<file path="src/rtl/fwd_pkg.sv">
// Shared types and constants for the forwarding/hazard unit.
package fwd_pkg;

    localparam int FWD_REG_W    = 5;
    localparam int DEF_ZERO_REG = 31;
    localparam int FWD_RF       = 0;

    typedef struct packed {
        logic                 valid;
        logic                 regwrite;
        logic                 memread;
        logic [FWD_REG_W-1:0] rd;
    } fwd_entry_t;

endpackage

</file>
<file path="src/rtl/src_match.sv">
// One source operand against every tracked stage: youngest-producer select plus load-use hit.
module src_match
    import fwd_pkg::*;
#(
    parameter int REG_W    = FWD_REG_W,
    parameter int DEPTH    = 2,
    parameter int ZERO_REG = DEF_ZERO_REG,
    parameter int SEL_W    = $clog2(DEPTH+1)
) (
    input  logic [REG_W-1:0]            src_reg_i,
    input  logic                        src_used_i,
    input  logic [DEPTH-1:0]            wr_i,
    input  logic [DEPTH-1:0][REG_W-1:0] rd_i,
    input  logic                        ld1_i,
    output logic [SEL_W-1:0]            sel_o,
    output logic                        load_hit_o
);

    logic [DEPTH-1:0] hit;
    logic             src_live;

    assign src_live = src_used_i && (src_reg_i != REG_W'(ZERO_REG));

    always_comb begin
        hit = '0;
        for (int k = 0; k < DEPTH; k++)
            hit[k] = src_live && wr_i[k] && (rd_i[k] == src_reg_i);
    end

    // Scan oldest to youngest so the youngest matching stage is the one that sticks.
    always_comb begin
        sel_o = SEL_W'(FWD_RF);
        for (int k = DEPTH-1; k >= 0; k--)
            if (hit[k]) sel_o = SEL_W'(k+1);
    end

    assign load_hit_o = hit[0] && ld1_i;

endmodule

</file>
<file path="src/rtl/fwd_hazard_unit.sv">
// Forwarding selects and load-use stall for NUM_SRC decode operands against DEPTH in-flight stages.
module fwd_hazard_unit
    import fwd_pkg::*;
#(
    parameter  int REG_W    = FWD_REG_W,
    parameter  int NUM_SRC  = 3,
    parameter  int DEPTH    = 2,
    parameter  int ZERO_REG = DEF_ZERO_REG,
    localparam int SEL_W    = $clog2(DEPTH+1)
) (
    input  logic                     clk_i,
    input  logic                     reset_i,
    input  logic                     adv_i,
    input  logic                     flush_i,
    input  logic                     id_valid_i,
    input  logic [REG_W-1:0]         id_rd_i,
    input  logic                     id_regwrite_i,
    input  logic                     id_memread_i,
    input  logic [NUM_SRC*REG_W-1:0] src_reg_i,
    input  logic [NUM_SRC-1:0]       src_used_i,
    output logic [NUM_SRC*SEL_W-1:0] fwd_sel_o,
    output logic                     stall_o
);

    fwd_entry_t [DEPTH-1:0] ent_q, ent_d;

    logic [DEPTH-1:0]            wr_vec;
    logic [DEPTH-1:0][REG_W-1:0] rd_vec;
    logic [NUM_SRC-1:0]          load_hit;
    logic [NUM_SRC*SEL_W-1:0]    sel_raw;
    logic                        stall_raw;
    logic                        unused_oldest_mr;

    always_comb begin
        for (int k = 0; k < DEPTH; k++) begin
            wr_vec[k] = ent_q[k].valid && ent_q[k].regwrite;
            rd_vec[k] = ent_q[k].rd;
        end
    end

    // The oldest load flag only ever shifts out.
    assign unused_oldest_mr = ent_q[DEPTH-1].memread;

    for (genvar i = 0; i < NUM_SRC; i++) begin : g_src
        src_match #(
            .REG_W    (REG_W),
            .DEPTH    (DEPTH),
            .ZERO_REG (ZERO_REG),
            .SEL_W    (SEL_W)
        ) u_match (
            .src_reg_i  (src_reg_i[i*REG_W +: REG_W]),
            .src_used_i (src_used_i[i]),
            .wr_i       (wr_vec),
            .rd_i       (rd_vec),
            .ld1_i      (ent_q[0].memread),
            .sel_o      (sel_raw[i*SEL_W +: SEL_W]),
            .load_hit_o (load_hit[i])
        );
    end

    assign stall_raw = |load_hit;

    always_comb begin
        ent_d = ent_q;
        if (adv_i) begin
            for (int k = DEPTH-1; k >= 1; k--)
                ent_d[k] = ent_q[k-1];
            // A stalled or flushed decode slot enters as a bubble.
            ent_d[0].valid    = id_valid_i && !stall_raw && !flush_i;
            ent_d[0].regwrite = id_regwrite_i;
            ent_d[0].memread  = id_memread_i;
            ent_d[0].rd       = id_rd_i;
        end
    end

    always_ff @(posedge clk_i) begin
        if (reset_i) ent_q <= '0;
        else         ent_q <= ent_d;
    end

    assign fwd_sel_o = reset_i ? '0 : sel_raw;
    assign stall_o   = !reset_i && stall_raw;

endmodule

</file>
<file path="config.mk">
export PLATFORM = sky130hd
export DESIGN_NAME = fwd_hazard_unit
export DESIGN_NICKNAME = d
export VERILOG_FILES = /design/src/rtl/fwd_pkg.sv /design/src/rtl/src_match.sv /design/src/rtl/fwd_hazard_unit.sv
export SDC_FILE = /design/constraint.sdc
export NUM_CORES = 1
export LEC_CHECK = 0
export ABC_AREA = 1
export ABC_CLOCK_PERIOD_IN_PS = 3900
export CAP_MARGIN = 20
export CORE_ASPECT_RATIO = 1.4
export CORE_MARGIN = 2
export CORE_UTILIZATION = 40
export CTS_CLUSTER_SIZE = 28
export DETAILED_ROUTE_END_ITERATION = 8
export GPL_TIMING_DRIVEN = 0
export HOLD_SLACK_MARGIN = 0.08
export PLACE_DENSITY = 0.67
export SLEW_MARGIN = 25
export SYNTH_ARGS = -nofsm -noshare
export SYNTH_HDL_FRONTEND = slang
export SYNTH_HIERARCHICAL = 1
export SYNTH_SLANG_ARGS = --single-unit
</file>
<file path="constraint.sdc">
create_clock -name clk_i -period 3.9 [get_ports clk_i]
set_clock_uncertainty 0.05 [all_clocks]
set_input_delay 0.975 -clock clk_i [delete_from_list [all_inputs] [get_ports clk_i]]
set_output_delay 0.975 -clock clk_i [all_outputs]
set_load 0.02 [all_outputs]
</file>
# Yosys cells after proc, flatten, opt, wreduce, memory -nomap -nowiden

Index checks and enable logic that the tools add are counted.

Add/subtract/negate cells: 0
$mul: 0
Div/mod/pow operators: 0
$lt $le $gt $ge: 0
Equality and inequality tests: 9
Shift-type cells: 0
Mux-type cells: 7
Bitwise logic cells: 0
Reductions and logical operators: 27

Operators with widths:

| kind                                          | count |
|---|---|
| equality test 5 bit                           | 6 |
| logical AND 1 bit                             | 23 |
| inequality test 5 bit (second input constant) | 3 |
| two-way mux 2 bit                             | 6 |
| two-way mux 6 bit                             | 1 |
| zero test 1 bit                               | 3 |
| OR reduction 3 bit                            | 1 |

Flip-flop bits (word level): 15
Latch bits: 0
Bits in writable memories: 0
Memory bits (read-only): 0
Bits of input ports: 30
Output and inout bits: 7
Word-level logic and storage cells: 50
Memories kept: 0

# Logic depth before layout (Yosys ltp)

Gate-level depths: netlist of the first run.

Word-level depth: 9
Mapped depth: 11
Mapped depth without buffers: 11

# Hierarchy

The synthesis of the first run kept the hierarchy.

Modules (own cells, without submodules):

| module          | times used | cells an instance | area an instance (sq um) | seq. area each (sq um) |
|---|---|---|---|---|
| src_match       | 3          | 61                | 265.3                    | 0.0 |
| fwd_hazard_unit | 1          | 89                | 701.9                    | 300.3 |

# Least setup slack after synthesis of the first run

No wires, ideal clock.

Path kind: input port to output port
From: input port src_reg_i[10]
To: output port stall_o
Arrival time: 1.831 ns
Data required time: 2.875 ns
Setup slack: 1.044 ns
Stages on the path: 8
Buffers on the path: 0
Cell sequence: inv_2 nand2_2 nand2_2 nor2_4 nand3_2 nor3_1 inv_1 a21oi_1

Longest elaborated chain between the ends: 7
Elaborated cells between the ends (all ways): 8
Those cells by class: eq/ne (2); reduce/logical (6)

Ends and longest elaborated chain:

| what                  | RTL line              | RTL |
|---|---|---|
| start, declared       | fwd_hazard_unit.sv:19 | `input logic [NUM_SRC*REG_W-1:0] src_reg_i,` |
| inequality test 5 bit | src_match.sv:22       | `assign src_live = src_used_i && (src_reg_i != REG_W'(ZERO_REG));` |
| logical AND 1 bit     | src_match.sv:22       |  |
| logical AND 1 bit     | src_match.sv:27       | `hit[k] = src_live && wr_i[k] && (rd_i[k] == src_reg_i);` |
| logical AND 1 bit *   | src_match.sv:27       |  |
| logical AND 1 bit *   | src_match.sv:37       | `assign load_hit_o = hit[0] && ld1_i;` |
| via load_hit[2]       | fwd_hazard_unit.sv:29 | `logic [NUM_SRC-1:0] load_hit;` |
| OR reduction 3 bit *  | fwd_hazard_unit.sv:61 | `assign stall_raw = \|load_hit;` |
| logical AND 1 bit *   | fwd_hazard_unit.sv:82 | `assign stall_o = !reset_i && stall_raw;` |
| end, declared         | fwd_hazard_unit.sv:22 | `output logic stall_o` |

The timed path passes the listed nets; every way through them passes the cells marked *.

# Worst setup path in the final report of the first run

From: input port src_reg_i[14]
To: output port fwd_sel_o[4]

Longest elaborated chain between the ends: 6
Elaborated cells between the ends (all ways): 7
Those cells by class: eq/ne (2); mux (2); reduce/logical (3)

Ends and longest elaborated chain:

| what                  | RTL line              | RTL |
|---|---|---|
| inequality test 5 bit | src_match.sv:22       |  |
| logical AND 1 bit     | src_match.sv:22       |  |
| logical AND 1 bit     | src_match.sv:27       |  |
| logical AND 1 bit *   | src_match.sv:27       |  |
| two-way mux 2 bit *   | src_match.sv:34       | `if (hit[k]) sel_o = SEL_W'(k+1);` |
| via sel_raw[4]        | fwd_hazard_unit.sv:30 | `logic [NUM_SRC*SEL_W-1:0] sel_raw;` |
| two-way mux 6 bit *   | fwd_hazard_unit.sv:81 | `assign fwd_sel_o = reset_i ? '0 : sel_raw;` |
| end, declared         | fwd_hazard_unit.sv:21 | `output logic [NUM_SRC*SEL_W-1:0] fwd_sel_o,` |

Marked as above.

==> flow_metrics.tcl, run 1 <==
set metrics [dict create \
    ctsHoldBuffers 0 \
    synth_top_area_share_pct 23.6 \
    min_path_type "reg2reg" \
    ant_nets 0 \
    reg2reg_setup_slack_ps 2300 \
    place_congestion 0.820 \
    fin_util_pct 54.1 \
    drv_slew 0 \
    cp-end-kind "output port" \
    dp.final_hpwl_mm 2.85 \
    final.setup.tns_ps 0 \
    postCtsSetupBuffers 0 \
    worst_pin_slew_ps 345 \
    drtIter0Drc 50 \
    finalHoldViolCount 0 \
    tritoncts "done" \
    fin_ws_ps 128 \
    status "finished clean" \
    wirelength_mm 3.46 \
    synthTopCellsByArea "nand2_1 24%, dfxtp_1 20%, inv_1 11%, nand2_2 9.2%, nor2_1 9.0%" \
    start_util_pct 41.5 \
    clk_path_buf_depth 2 \
    core_um2 3610 \
    num_rows 26 \
    fin_area_um2 1950 \
    synth_common_cells "94 x nand2_1, 44 x inv_1, 36 x nor2_1" \
    syn_area_um2 1500 \
    vias 1571 \
    die_area_um2 4260 \
    post-route-period-util_pct 96.7 \
    antenna_found_initial 0 \
    cap_violations 0 \
    finalNetCount 342 \
    synth_warnings 6 \
    clk_latency_ps 250 \
    leakage_uw 0.000953 \
    yosysMostFrequentCell "nand2_1" \
    post_cts_resize_count 1 \
    start_kind "input port" \
    finalCriticalPeriod_ps 3770 \
    layout-drive-gt1-share_pct 22.8 \
    insertedDiodeCount 0 \
    path_class "in2out" \
    syn-num-nets 302 \
    finalPower_uw 414 \
    worst_ep_required_time_ps 2870 \
    viasPerCell 4.45 \
    synth-main-ff-cell "dfxtp_1" \
    syn-mean-instance-area_um2 5.51 \
    grt_max_degree 11 \
    die_height_um 76.4 \
    syn2layout_area_growth_pct 30.5 \
    synth-edff-count 0 \
    route.detailed.drc 0 \
    finalSetupViolCount 0 \
    synth-seq-cells 15 \
    grt_pass1_vias 1449 \
    grtUsageTotal_pct 17.4 \
    wl_per_cell_um 9.80 \
    htreeDepth 1 \
    port_buffers 35 \
    yosysSeqAreaShare_pct 20.1 \
    clk_pin_slew_ps 60 \
    synth_cell_type_count 19 \
    pre_cts_ws_ps -45.0 \
    peakVddDrop_uv 198 \
    clock.fmax_mhz 265 \
    cp_max_fo 4 \
    rsz0062_at_grt "no" \
    synth_cells 272 \
    power_density_nw_per_um2 212 \
    root_buffer "clkbuf_8" \
    largest_reg_flops 15 \
    overflow 0 \
    placed_cell_area_um2 1900 \
    arrival_ps 2750 \
    yosysTopAreaCell "nand2_1" \
    dr.pass1.iters 4 \
    slew_headroom_pct 77.0 \
    max_flop_register "ent_q" \
    io_pins 37 \
    cts_inserted_buffers 3 \
    async_flop_share_pct 0 \
    grt_first_pass_wirelength_mm 5.97 \
    cts_sinks 15 \
    reg_top3 "ent_q: 15 flops" \
    fp.dieW_um 55.7 \
]
==> critical path: stages <==
cell and delay [ps]:
clkdlybuf4s50_1 550, inv_2 60, nand2_2 60, nand2_2 60, nor2_2 90, nand3_2 100, nor2_2 100, inv_1 50
nor2_1 90, clkdlybuf4s50_1 610
==> metrics by stage <==
| stage | cells | hold slack, ps |
|---|---|---|
| 2_1_floorplan | 272 | 389 |
| 3_3_place_gp | 349 | 410 |
| 3_5_place_dp | 349 | 414 |
| 4_1_cts | 353 | 422 |
| 5_1_grt | 353 | 457 |
| 6_report | 353 | 420 |
==> cell usage in the layout, fill, tap and decap left out <==
cell type / n
inv_6: 1
buf_2: 2
nand2_1: 94
nand3_1: 4
a21oi_2: 10
clkdlybuf4s50_1: 30
clkbuf_1: 1
buf_6: 2
inv_2: 15
buf_12: 1
a211oi_1: 1
inv_1: 44
a21oi_1: 4
nand2_2: 22
nand3_2: 3
dlygate4sd2_1: 1
clkbuf_8: 3
dfxtp_1: 15
dlymetal6s2s_1: 4
nor2_4: 3
nor2_1: 36
nand4_1: 3
nor3_1: 3
nor2_2: 9
==> layout make-up <==
class	instances	area [µm²]
inverter	60	230
buffer	5	52.6
sequential	15	300
fill	381	1660
timing repair buffer	35	359
multi-input combinational	192	915
tap	42	52.6
clock buffer	4	45.0
==> cells by family after synthesis <==
logic type             count (synthesis)  synth area share, %
flip-flops                            15                 20.1
AND/OR/NAND/NOR                      177                 53.4
AO/OA/AOI/OAI                         15                 7.69
buffers and inverters                 65                 18.9
==> metal layers <==
| metal | GRT usage (%) | wire length (µm) |
|---|---|---|
| met1 | 18.6 | 1430 |
| met2 | 32.4 | 1770 |
| met3 | 2.04 | 142 |
| met4 | 9.51 | 117 |
| met5 | 0 | 0 |
==> path summary, 6_finish.rpt <==
kind	startpoint	end	cells after the start
max reg2reg	ent_q[0]$_SDFFE_PP0P_	ent_q[7]$_SDFFE_PP0P_	11
min reg2reg	ent_q[14]$_SDFFE_PP0P_	ent_q[14]$_SDFFE_PP0P_	2
max	src_reg_i[14]	fwd_sel_o[4]	10
min	ent_q[14]$_SDFFE_PP0P_	ent_q[14]$_SDFFE_PP0P_	2
==> power breakdown <==
| part | switching, µW | leakage, µW | internal (µW) | total [µW] |
|---|---|---|---|---|
| Clock | 52.8 | 0.0000228 | 72.3 | 125 |
| Sequential | 11.7 | 0.000123 | 160 | 172 |
| Combinational | 60.8 | 0.000807 | 56.6 | 117 |
Power figures use the tool's default switching activity.
==> run 2: changes to the inputs <==
--- a/config.mk
+++ b/config.mk
@@ -16,6 +16,7 @@
 export GPL_TIMING_DRIVEN = 0
 export HOLD_SLACK_MARGIN = 0.08
 export PLACE_DENSITY = 0.67
+export SKIP_LAST_GASP = 1
 export SLEW_MARGIN = 25
 export SYNTH_ARGS = -nofsm -noshare
 export SYNTH_HDL_FRONTEND = slang
==> results of run 2 <==
Same layout as run 1: the final DEF is identical, and so are final timing and power.
